--- src/rtl/i2c_slave_ctrl.sv ---
// I2C target engine: oversamples SCL/SDA in the system clock domain,
// detects START/STOP, matches a 7-bit address, delivers write bytes on a
// pulse interface and serves read bytes from a load interface.
// SDA is open-drain only (sda_pad_o tied low, drive via sda_padoen_o).
module i2c_slave_ctrl #(
    parameter logic [6:0] OWN_ADDR   = 7'h50,
    parameter int         FILTER_LEN = 3
) (
    input  logic       wb_clk_i,
    input  logic       arst_i,
    input  logic       scl_pad_i,
    input  logic       sda_pad_i,
    output logic       sda_pad_o,
    output logic       sda_padoen_o,
    output logic [7:0] rx_data_o,
    output logic       rx_valid_o,
    input  logic       rx_nack_i,
    output logic       tx_req_o,
    input  logic [7:0] tx_data_i,
    output logic       start_o,
    output logic       stop_o,
    output logic       busy_o,
    output logic       addr_hit_o
);

    localparam int CW = (FILTER_LEN > 1) ? $clog2(FILTER_LEN) : 1;
    localparam logic [CW-1:0] CNT_MAX = CW'(FILTER_LEN - 1);

    typedef enum logic [2:0] {
        IDLE, ADDR, ADDR_ACK, WRITE, WR_ACK, READ, RD_ACK, WAIT_STOP
    } state_t;

    // Index 0 = SCL, index 1 = SDA
    logic [1:0] w_raw;
    logic [1:0] w_filt;
    logic [1:0] r_filt_d;

    assign w_raw = {sda_pad_i, scl_pad_i};

    genvar gi;
    generate
        for (gi = 0; gi < 2; gi++) begin : g_in
            logic          r_s1;
            logic          r_s2;
            logic          r_f;
            logic [CW-1:0] r_cnt;

            // Two-stage synchronizer followed by an N-sample agreement filter
            always_ff @(posedge wb_clk_i or negedge arst_i) begin
                if (!arst_i) begin
                    r_s1  <= 1'b1;
                    r_s2  <= 1'b1;
                    r_f   <= 1'b1;
                    r_cnt <= '0;
                end else begin
                    r_s1 <= w_raw[gi];
                    r_s2 <= r_s1;
                    if (r_s2 == r_f) begin
                        r_cnt <= '0;
                    end else if (r_cnt == CNT_MAX) begin
                        r_f   <= r_s2;
                        r_cnt <= '0;
                    end else begin
                        r_cnt <= r_cnt + 1'b1;
                    end
                end
            end

            assign w_filt[gi] = r_f;
        end
    endgenerate

    // Previous filtered levels for edge detection
    always_ff @(posedge wb_clk_i or negedge arst_i) begin
        if (!arst_i) r_filt_d <= 2'b11;
        else         r_filt_d <= w_filt;
    end

    logic w_scl, w_sda;
    logic w_scl_rise, w_scl_fall, w_start, w_stop;

    assign w_scl      = w_filt[0];
    assign w_sda      = w_filt[1];
    assign w_scl_rise = w_scl & ~r_filt_d[0];
    assign w_scl_fall = ~w_scl & r_filt_d[0];
    assign w_start    = r_filt_d[1] & ~w_sda & w_scl & r_filt_d[0];
    assign w_stop     = ~r_filt_d[1] & w_sda & w_scl & r_filt_d[0];

    state_t     r_state, w_state_next;
    logic [2:0] r_bit_cnt, w_bit_cnt_next;
    logic       r_ack_slot, w_ack_slot_next;
    logic [7:0] r_shift, w_shift_next;
    logic [7:0] r_tx_shift, w_tx_shift_next;
    logic       r_rw, w_rw_next;
    logic       r_mack, w_mack_next;
    logic       r_oen, w_oen_next;
    logic [7:0] r_rx_data, w_rx_data_next;
    logic       r_rx_valid, w_rx_valid_next;
    logic       r_tx_req, w_tx_req_next;
    logic       r_start, w_start_next;
    logic       r_stop, w_stop_next;
    logic       r_busy, w_busy_next;
    logic       r_addr_hit, w_addr_hit_next;
    logic [7:0] w_byte;

    // Byte as it stands once the current SDA sample is shifted in
    assign w_byte = {r_shift[6:0], w_sda};

    // State and datapath registers; reset releases SDA immediately
    always_ff @(posedge wb_clk_i or negedge arst_i) begin
        if (!arst_i) begin
            r_state    <= IDLE;
            r_bit_cnt  <= 3'd0;
            r_ack_slot <= 1'b0;
            r_shift    <= 8'h00;
            r_tx_shift <= 8'h00;
            r_rw       <= 1'b0;
            r_mack     <= 1'b0;
            r_oen      <= 1'b1;
            r_rx_data  <= 8'h00;
            r_rx_valid <= 1'b0;
            r_tx_req   <= 1'b0;
            r_start    <= 1'b0;
            r_stop     <= 1'b0;
            r_busy     <= 1'b0;
            r_addr_hit <= 1'b0;
        end else begin
            r_state    <= w_state_next;
            r_bit_cnt  <= w_bit_cnt_next;
            r_ack_slot <= w_ack_slot_next;
            r_shift    <= w_shift_next;
            r_tx_shift <= w_tx_shift_next;
            r_rw       <= w_rw_next;
            r_mack     <= w_mack_next;
            r_oen      <= w_oen_next;
            r_rx_data  <= w_rx_data_next;
            r_rx_valid <= w_rx_valid_next;
            r_tx_req   <= w_tx_req_next;
            r_start    <= w_start_next;
            r_stop     <= w_stop_next;
            r_busy     <= w_busy_next;
            r_addr_hit <= w_addr_hit_next;
        end
    end

    // Next-state logic: START/STOP override everything, then per-state bit handling
    always_comb begin
        w_state_next    = r_state;
        w_bit_cnt_next  = r_bit_cnt;
        w_ack_slot_next = r_ack_slot;
        w_shift_next    = r_shift;
        w_tx_shift_next = r_tx_shift;
        w_rw_next       = r_rw;
        w_mack_next     = r_mack;
        w_oen_next      = r_oen;
        w_rx_data_next  = r_rx_data;
        w_rx_valid_next = 1'b0;
        w_tx_req_next   = 1'b0;
        w_start_next    = 1'b0;
        w_stop_next     = 1'b0;
        w_busy_next     = r_busy;
        w_addr_hit_next = r_addr_hit;

        if (w_start) begin
            w_state_next    = ADDR;
            w_bit_cnt_next  = 3'd0;
            w_ack_slot_next = 1'b0;
            w_mack_next     = 1'b0;
            w_oen_next      = 1'b1;
            w_addr_hit_next = 1'b0;
            w_busy_next     = 1'b1;
            w_start_next    = 1'b1;
        end else if (w_stop) begin
            w_state_next    = IDLE;
            w_bit_cnt_next  = 3'd0;
            w_ack_slot_next = 1'b0;
            w_mack_next     = 1'b0;
            w_oen_next      = 1'b1;
            w_addr_hit_next = 1'b0;
            w_busy_next     = 1'b0;
            w_stop_next     = 1'b1;
        end else begin
            case (r_state)
                ADDR: begin
                    if (w_scl_rise && !r_ack_slot) begin
                        w_shift_next = w_byte;
                        if (r_bit_cnt == 3'd7) begin
                            w_bit_cnt_next = 3'd0;
                            if (w_byte[7:1] == OWN_ADDR) begin
                                w_addr_hit_next = 1'b1;
                                w_rw_next       = w_byte[0];
                                w_ack_slot_next = 1'b1;
                            end else begin
                                w_state_next = WAIT_STOP;
                            end
                        end else begin
                            w_bit_cnt_next = r_bit_cnt + 3'd1;
                        end
                    end else if (w_scl_fall && r_ack_slot) begin
                        w_oen_next   = 1'b0;
                        w_state_next = ADDR_ACK;
                    end
                end
                ADDR_ACK: begin
                    if (w_scl_rise && r_rw) begin
                        w_tx_req_next = 1'b1;
                    end else if (w_scl_fall) begin
                        w_ack_slot_next = 1'b0;
                        w_bit_cnt_next  = 3'd0;
                        if (r_rw) begin
                            w_tx_shift_next = tx_data_i;
                            w_oen_next      = tx_data_i[7];
                            w_state_next    = READ;
                        end else begin
                            w_oen_next   = 1'b1;
                            w_state_next = WRITE;
                        end
                    end
                end
                WRITE: begin
                    if (w_scl_rise && !r_ack_slot) begin
                        w_shift_next = w_byte;
                        if (r_bit_cnt == 3'd7) begin
                            w_bit_cnt_next  = 3'd0;
                            w_rx_data_next  = w_byte;
                            w_rx_valid_next = 1'b1;
                            if (!rx_nack_i) w_ack_slot_next = 1'b1;
                            else            w_state_next    = WAIT_STOP;
                        end else begin
                            w_bit_cnt_next = r_bit_cnt + 3'd1;
                        end
                    end else if (w_scl_fall && r_ack_slot) begin
                        w_oen_next   = 1'b0;
                        w_state_next = WR_ACK;
                    end
                end
                WR_ACK: begin
                    if (w_scl_fall) begin
                        w_oen_next      = 1'b1;
                        w_ack_slot_next = 1'b0;
                        w_state_next    = WRITE;
                    end
                end
                READ: begin
                    if (w_scl_rise) begin
                        if (r_bit_cnt == 3'd7) begin
                            w_bit_cnt_next  = 3'd0;
                            w_ack_slot_next = 1'b1;
                            w_mack_next     = 1'b0;
                        end else begin
                            w_bit_cnt_next = r_bit_cnt + 3'd1;
                        end
                    end else if (w_scl_fall) begin
                        if (r_ack_slot) begin
                            w_oen_next   = 1'b1;
                            w_state_next = RD_ACK;
                        end else begin
                            w_oen_next      = r_tx_shift[6];
                            w_tx_shift_next = {r_tx_shift[6:0], 1'b0};
                        end
                    end
                end
                RD_ACK: begin
                    if (w_scl_rise) begin
                        if (!w_sda) begin
                            w_mack_next   = 1'b1;
                            w_tx_req_next = 1'b1;
                        end else begin
                            w_ack_slot_next = 1'b0;
                            w_state_next    = WAIT_STOP;
                        end
                    end else if (w_scl_fall && r_mack) begin
                        w_tx_shift_next = tx_data_i;
                        w_oen_next      = tx_data_i[7];
                        w_ack_slot_next = 1'b0;
                        w_bit_cnt_next  = 3'd0;
                        w_mack_next     = 1'b0;
                        w_state_next    = READ;
                    end
                end
                default: ;
            endcase
        end
    end

    assign sda_pad_o    = 1'b0;
    assign sda_padoen_o = r_oen;
    assign rx_data_o    = r_rx_data;
    assign rx_valid_o   = r_rx_valid;
    assign tx_req_o     = r_tx_req;
    assign start_o      = r_start;
    assign stop_o       = r_stop;
    assign busy_o       = r_busy;
    assign addr_hit_o   = r_addr_hit;

endmodule

--- config.mk ---
export PLATFORM = sky130hd
export DESIGN_NAME = i2c_slave_ctrl
export DESIGN_NICKNAME = d
export VERILOG_FILES = /design/src/rtl/i2c_slave_ctrl.sv
export SDC_FILE = /design/constraint.sdc
export NUM_CORES = 1
export LEC_CHECK = 0
export ABC_AREA = 0
export BUFFER_PORTS_ARGS = -buffer_cell sky130_fd_sc_hd__buf_2
export CAP_MARGIN = 10
export CORE_UTILIZATION = 25
export CTS_BUF_LIST = sky130_fd_sc_hd__clkbuf_8
export CTS_CLUSTER_DIAMETER = 200
export CTS_CLUSTER_SIZE = 40
export DETAILED_ROUTE_END_ITERATION = 16
export MAX_ROUTING_LAYER = met4
export PLACE_DENSITY = 0.41
export SLEW_MARGIN = 15
export SYNTH_ARGS = -nofsm -noshare
export SYNTH_HDL_FRONTEND = slang
export SYNTH_SLANG_ARGS = --single-unit
--- constraint.sdc ---
create_clock -name wb_clk_i -period 1.8 [get_ports wb_clk_i]
set_input_delay 0 -clock wb_clk_i [delete_from_list [all_inputs] [get_ports wb_clk_i]]
set_output_delay 0 -clock wb_clk_i [all_outputs]
set_load 0.05 [all_outputs]
# --- After elaboration in Yosys (flattened, before gate mapping) ---
# Index checks and enable logic that the tools add are counted.
op_classes:
  eq_ne: 48
  bitwise: 16
  addsub: 3
  mux: 100
  n_reduce_logical: 28
op_table:
  columns: ["cell", "n"]
  rows:
  - ["3-bit two-way mux", 29]
  - ["4-bit inequality test, second input constant", 17]
  - ["7-bit two-way mux", 8]
  - ["1-bit two-way mux", 52]
  - ["5-bit inequality test, second input constant", 9]
  - ["7-bit one-hot mux with 3 select lines", 1]
  - ["3-bit one-hot mux with 6 select lines", 1]
  - ["2-bit inequality test, second input constant", 8]
  - ["15-bit AND reduction", 1]
  - ["3-bit nonzero test", 5]
  - ["3-bit == test, second input constant", 4]
  - ["3-bit one-hot mux with 4 select lines", 1]
  - ["12-bit AND reduction", 1]
  - ["11-bit AND reduction", 1]
  - ["10-bit AND reduction", 1]
  - ["5-bit AND reduction", 2]
  - ["1-bit AND", 8]
  - ["2-bit two-way mux", 4]
  - ["4-bit by 1-bit inequality test with 1-bit output, second input constant", 2]
  - ["1-bit NOT", 8]
  - ["4-bit AND reduction", 2]
  - ["8-bit nonzero test", 1]
  - ["7-bit == test, second input constant", 1]
  - ["7-bit AND reduction", 1]
  - ["18 further kinds", 27]
totals:
  ff_bits: 50
  output_inout_bits: 16
  elab_cells: 219
  inputBits: 13

# --- Longest topological paths before layout ---
depth:
  depth_word: 8
  depth_mapped: 8
  ltp_nobuf: 7

# --- Worst setup path after synthesis ---
# OpenSTA, ideal clock, no wires.
synth_path:
  path_type: "register to register"
  from: "register g_in[1].r_f"
  to: "register r_state[1]"
  arrival_time_ns: 1.652
  setup_time_ns: 0.092
  path_buffers: 1
  synth_period_minus_slack_ns: 1.744
  path_stages_with_launch: 7
  t_required_ns: 1.708
  path_slack_ns: 0.056
  cell_sequence: "dfstp_2 -> buf_2 -> nand3b_1 -> a311oi_2 -> nand3_1 -> a311o_1 -> o31ai_2"
synth_between:
  elab_chain_cells: 6
  elab_cells_between_ends: 25
  cone_classes: "14 x eq/ne; 2 x mux; 7 x bitwise; 2 x reduce/logical"
synth_rtl:
  columns: ["element", "line_no", "source"]
  rows:
  - ["start, declared", "45", "logic r_f;"]
  - ["start signal, assigned", "61", "r_f <= r_s2;"]
  - ["1-bit NOT", "86", "assign w_start = r_filt_d[1] & ~w_sda & w_scl & r_filt_d[0];"]
  - ["1-bit AND (3 in a row)", "86", null]
  - ["5-bit inequality test (no line) (tied with other cells)", null, null]
  - ["15-bit AND reduction (no line)", null, null]
  - ["end signal, assigned", "128", "r_state <= w_state_next;"]
  - ["end, declared", "89", "state_t r_state, w_state_next;"]
# Several ways; a longest one is shown, not always the timed one.
# A chain may end at the register's enable or synchronous reset.

# --- Worst setup path after layout ---
layout_path:
  from: "register r_filt_d[0]"
  to: "register r_state[1]"
layout_between:
  elab_chain_cells: 7
  elab_cells_between_ends: 31
  cone_classes: "14 x eq/ne; 6 x mux; 5 x bitwise; 6 x reduce/logical"
layout_rtl:
  columns: ["element", "line_no", "source"]
  rows:
  - ["start, declared", "36", "logic [1:0] r_filt_d;"]
  - ["start signal, assigned", "76", "else r_filt_d <= w_filt;"]
  - ["1-bit NOT", "84", "assign w_scl_rise = w_scl & ~r_filt_d[0];"]
  - ["1-bit AND", "84", null]
  - ["1-bit logical AND", "185, 221", null]
  - ["3-bit two-way mux, on equally long branches", "221, 185", null]
  - ["3-bit one-hot mux with 6 select lines", "183", "case (r_state)"]
  - ["3-bit two-way mux", "173", "end else if (w_stop) begin"]
  - ["3-bit two-way mux", "164", "if (w_start) begin"]
# Several ways; a longest one is shown, not always the timed one.

==> impl_metrics.toml <==
[final_layout]
synthToLayoutAreaGrowth_pct = 34.6
nNetsFinal = 328
diodes = 0
final_common_cell = "buf_4"
final_cell_mix = "buf_4 (48), dfrtp_1 (40), buf_2 (27)"
postLayoutCoreUtil = 0.347
layout-drive-gt1-share = 0.404

[floorplan]
start_util = 0.258
fp.dieW_um = 102
io_pins = 29
fp.dieH_um = 102
rows = 36
coreArea_sq_mm = 0.00977
die-area_sq_mm = 0.0105

[critical_path]
critPathLaunchType = "flip-flop"
startpoint = "r_filt_d[0]"
reg2reg_from = "r_filt_d[0]"
arrival_ps = 2040
end_kind = "flip-flop"
crit_required_ps = 2020
critPathKind = "flip-flop to flip-flop"
crit_fanout = 8

[cts]
cts_buffers = 5
h-tree-depth = 2
path_clk_slew_ps = 100
clock_latency_ps = 310
cts.sinks = 50
cts_root_buffer = "clkbuf_8"
cts_buffer_depth = 2
cts_tree = "done"

[route]
antenna_left = 0
route.detailed.drc = 0
dr.first_iter.drc_count = 83
drt_wl_total_um = 6040
wl_per_cell_um = 13.5
via_per_inst = 4.47
dr.pass1.iters = 4
vias = 1996

[timing]
setup_tns_ps = -10.3
rsz0062_at_grt = "yes"
hold_ws_ps = 204
maxSlewViolCount = 0
tightest_slew_ps = 646
setup_viol = 1
fmaxAchievable_ghz = 0.552
hold_viol = 0
period_minus_slack_ps = 1810
timing.slew.headroom = 0.569
finalCritPeriodShare = 1.01
layout_setup_ws_ps = -10.3
skew_ps = 6.51

[power_and_ir_drop]
p_leak_nw = 1.63
ir_drop_v = 0.000441
power_density_mw_per_mm2 = 1640

[synthesis]
synth_nets = 248
synth_edf_count = 0
netlist_area_sq_mm = 0.00252
postSynthAreaPerCell_sq_um = 10.8
ys_seq_area_frac = 0.501
synth_cells = 233
ys_ff_latch = 50
synth.distinct_cells = 50
async_reset_ff_frac = 1.00
synthFlopType = "dfrtp_1"
yosysWarnings = 0

[place]
post-place-ws_ps = -32.1
place_hpwl_um = 4280
gp_congestion = 0.837
io_buffers = 27

[grt]
grt_pass1_wl_um = 9990
antenna_found_initial = 0
groute.usage.overall = 0.128
grt_pass1_vias = 1980
gr-total-overflow = 0
grt_max_degree = 51

[hold_path]
hp-class = "input port to flip-flop"
holdCritStartpoint = "tx_data_i[7]"

[status]
violations = "setup timing"
status = "finished with violations"

[flow_run]
cap_violations = 0
[sequential cells by signal, summed over array words and instances, names as in the netlist, 2 cells and up]
register / cells
g_in.r_s2: 2
r_tx_shift: 7
g_in.r_s1: 2
rx_data_o: 8
r_state: 3
r_bit_cnt: 3
r_filt_d: 2
g_in.r_cnt: 4
g_in.r_f: 2
r_shift: 7
[critical path, cell delays in order (launching register included)]
cell and delay [ps]:
dfstp_2 670, nor3b_4 90, and3_2 220, o2bb2ai_1 190
a311o_1 370, o31ai_2 180
[per-layer routing]
| metal | GRT usage | wire length [um] | vias to the layer above |
|---|---|---|---|
| met3 | 0.0219 | 128 | 4 |
| met1 | 0.163 | 2830 | 979 |
| met4 | 0.0385 | 59 | 0 |
| met5 | - | 0 | - |
| met2 | 0.209 | 3030 | 23 |
| li1 | - | - | 990 |
[final timing paths]
check                      cells after the start      endpoint  slack (ps)
setup / recovery                               5    r_state[1]         -10
hold / removal                                 4  sda_padoen_o         200
setup reg to reg                               5    r_state[1]         -10
hold reg to reg                                0  g_in[0].r_s2         360
max in group asynchronous                      3    r_state[0]        1020
min in group asynchronous                      3        stop_o         330
[where the power goes]
part	switching [mW]	leakage [nW]	total (mW)	internal (mW)
combinational	1.42	0.949	2.91	1.49
sequential	0.301	0.627	1.79	1.49
clock	0.423	0.0563	0.847	0.424
[Yosys cell counts, types with 2 or more instances]
cell type / instances / area share
and3_1: 2 / 0.0050
nor3b_1: 5 / 0.015
a211oi_1: 3 / 0.0089
nor2_1: 8 / 0.012
o21ai_1: 4 / 0.0080
mux2_2: 15 / 0.067
o21ai_0: 16 / 0.032
dfstp_2: 9 / 0.094
nand2_1: 18 / 0.027
nor2b_1: 6 / 0.015
nand2b_1: 7 / 0.017
buf_4: 3 / 0.0089
nand3b_1: 2 / 0.0060
o31ai_1: 3 / 0.0089
nor3_1: 7 / 0.014
a21o_1: 2 / 0.0060
inv_1: 9 / 0.013
buf_2: 9 / 0.018
ha_1: 2 / 0.0099
nand3_1: 4 / 0.0080
or3_1: 2 / 0.0050
dfrtp_1: 41 / 0.41
a21oi_1: 10 / 0.020
a31oi_1: 4 / 0.0099
o2bb2ai_1: 3 / 0.010
mux2i_1: 10 / 0.040
xnor2_1: 3 / 0.010
mux2_1: 4 / 0.018
[area by class of cell]
type / count / area, sq um
Tap cell: 133 / 166
Clock inverter: 3 / 48.8
Clock buffer: 5 / 68.8
Timing Repair Buffer: 87 / 618
Sequential cell: 50 / 1260
Inverter: 9 / 33.8
Fill cell: 1008 / 6390
Multi-Input combinational cell: 160 / 1190
[cells by family (layout without fill, tap and decap cells)]
logic type | after synthesis | after routing | synth area share
xor gates and xnor gates | 3 | 3 | 0.0104
AOI/OAI and AO/OA | 53 | 53 | 0.138
muxes | 29 | 29 | 0.125
and+or+nand+nor | 72 | 72 | 0.168
buffers and inverters | 23 | 104 | 0.0462
adders and majority gates | 2 | 2 | 0.00994
DFF | 50 | 50 | 0.501
other | 1 | 1 | 0.00149
[repair_timing]
| item | CTS | global route |
|---|---|---|
| hold endpoints to repair | 50 | 0 |
| hold buffers | 10 | 0 |
| setup buffers | 0 | 1 |
| gates resized for setup | 4 | 10 |
| pin swaps | 5 | 5 |
| endpoints found under the setup margin | 3 | 16 |
[stage by stage]
| step | power (mW) | area [sq um] | instances |
|---|---|---|---|
| floorplan | 3.47 | 2520 | 233 |
| global placement | 4.59 | 3100 | 428 |
| detailed placement | 4.55 | 3100 | 428 |
| CTS | 5.50 | 3340 | 446 |
| global route | 5.98 | 3390 | 447 |
| finish | 5.55 | 3390 | 447 |
Power figures use the tool's default switching activity.
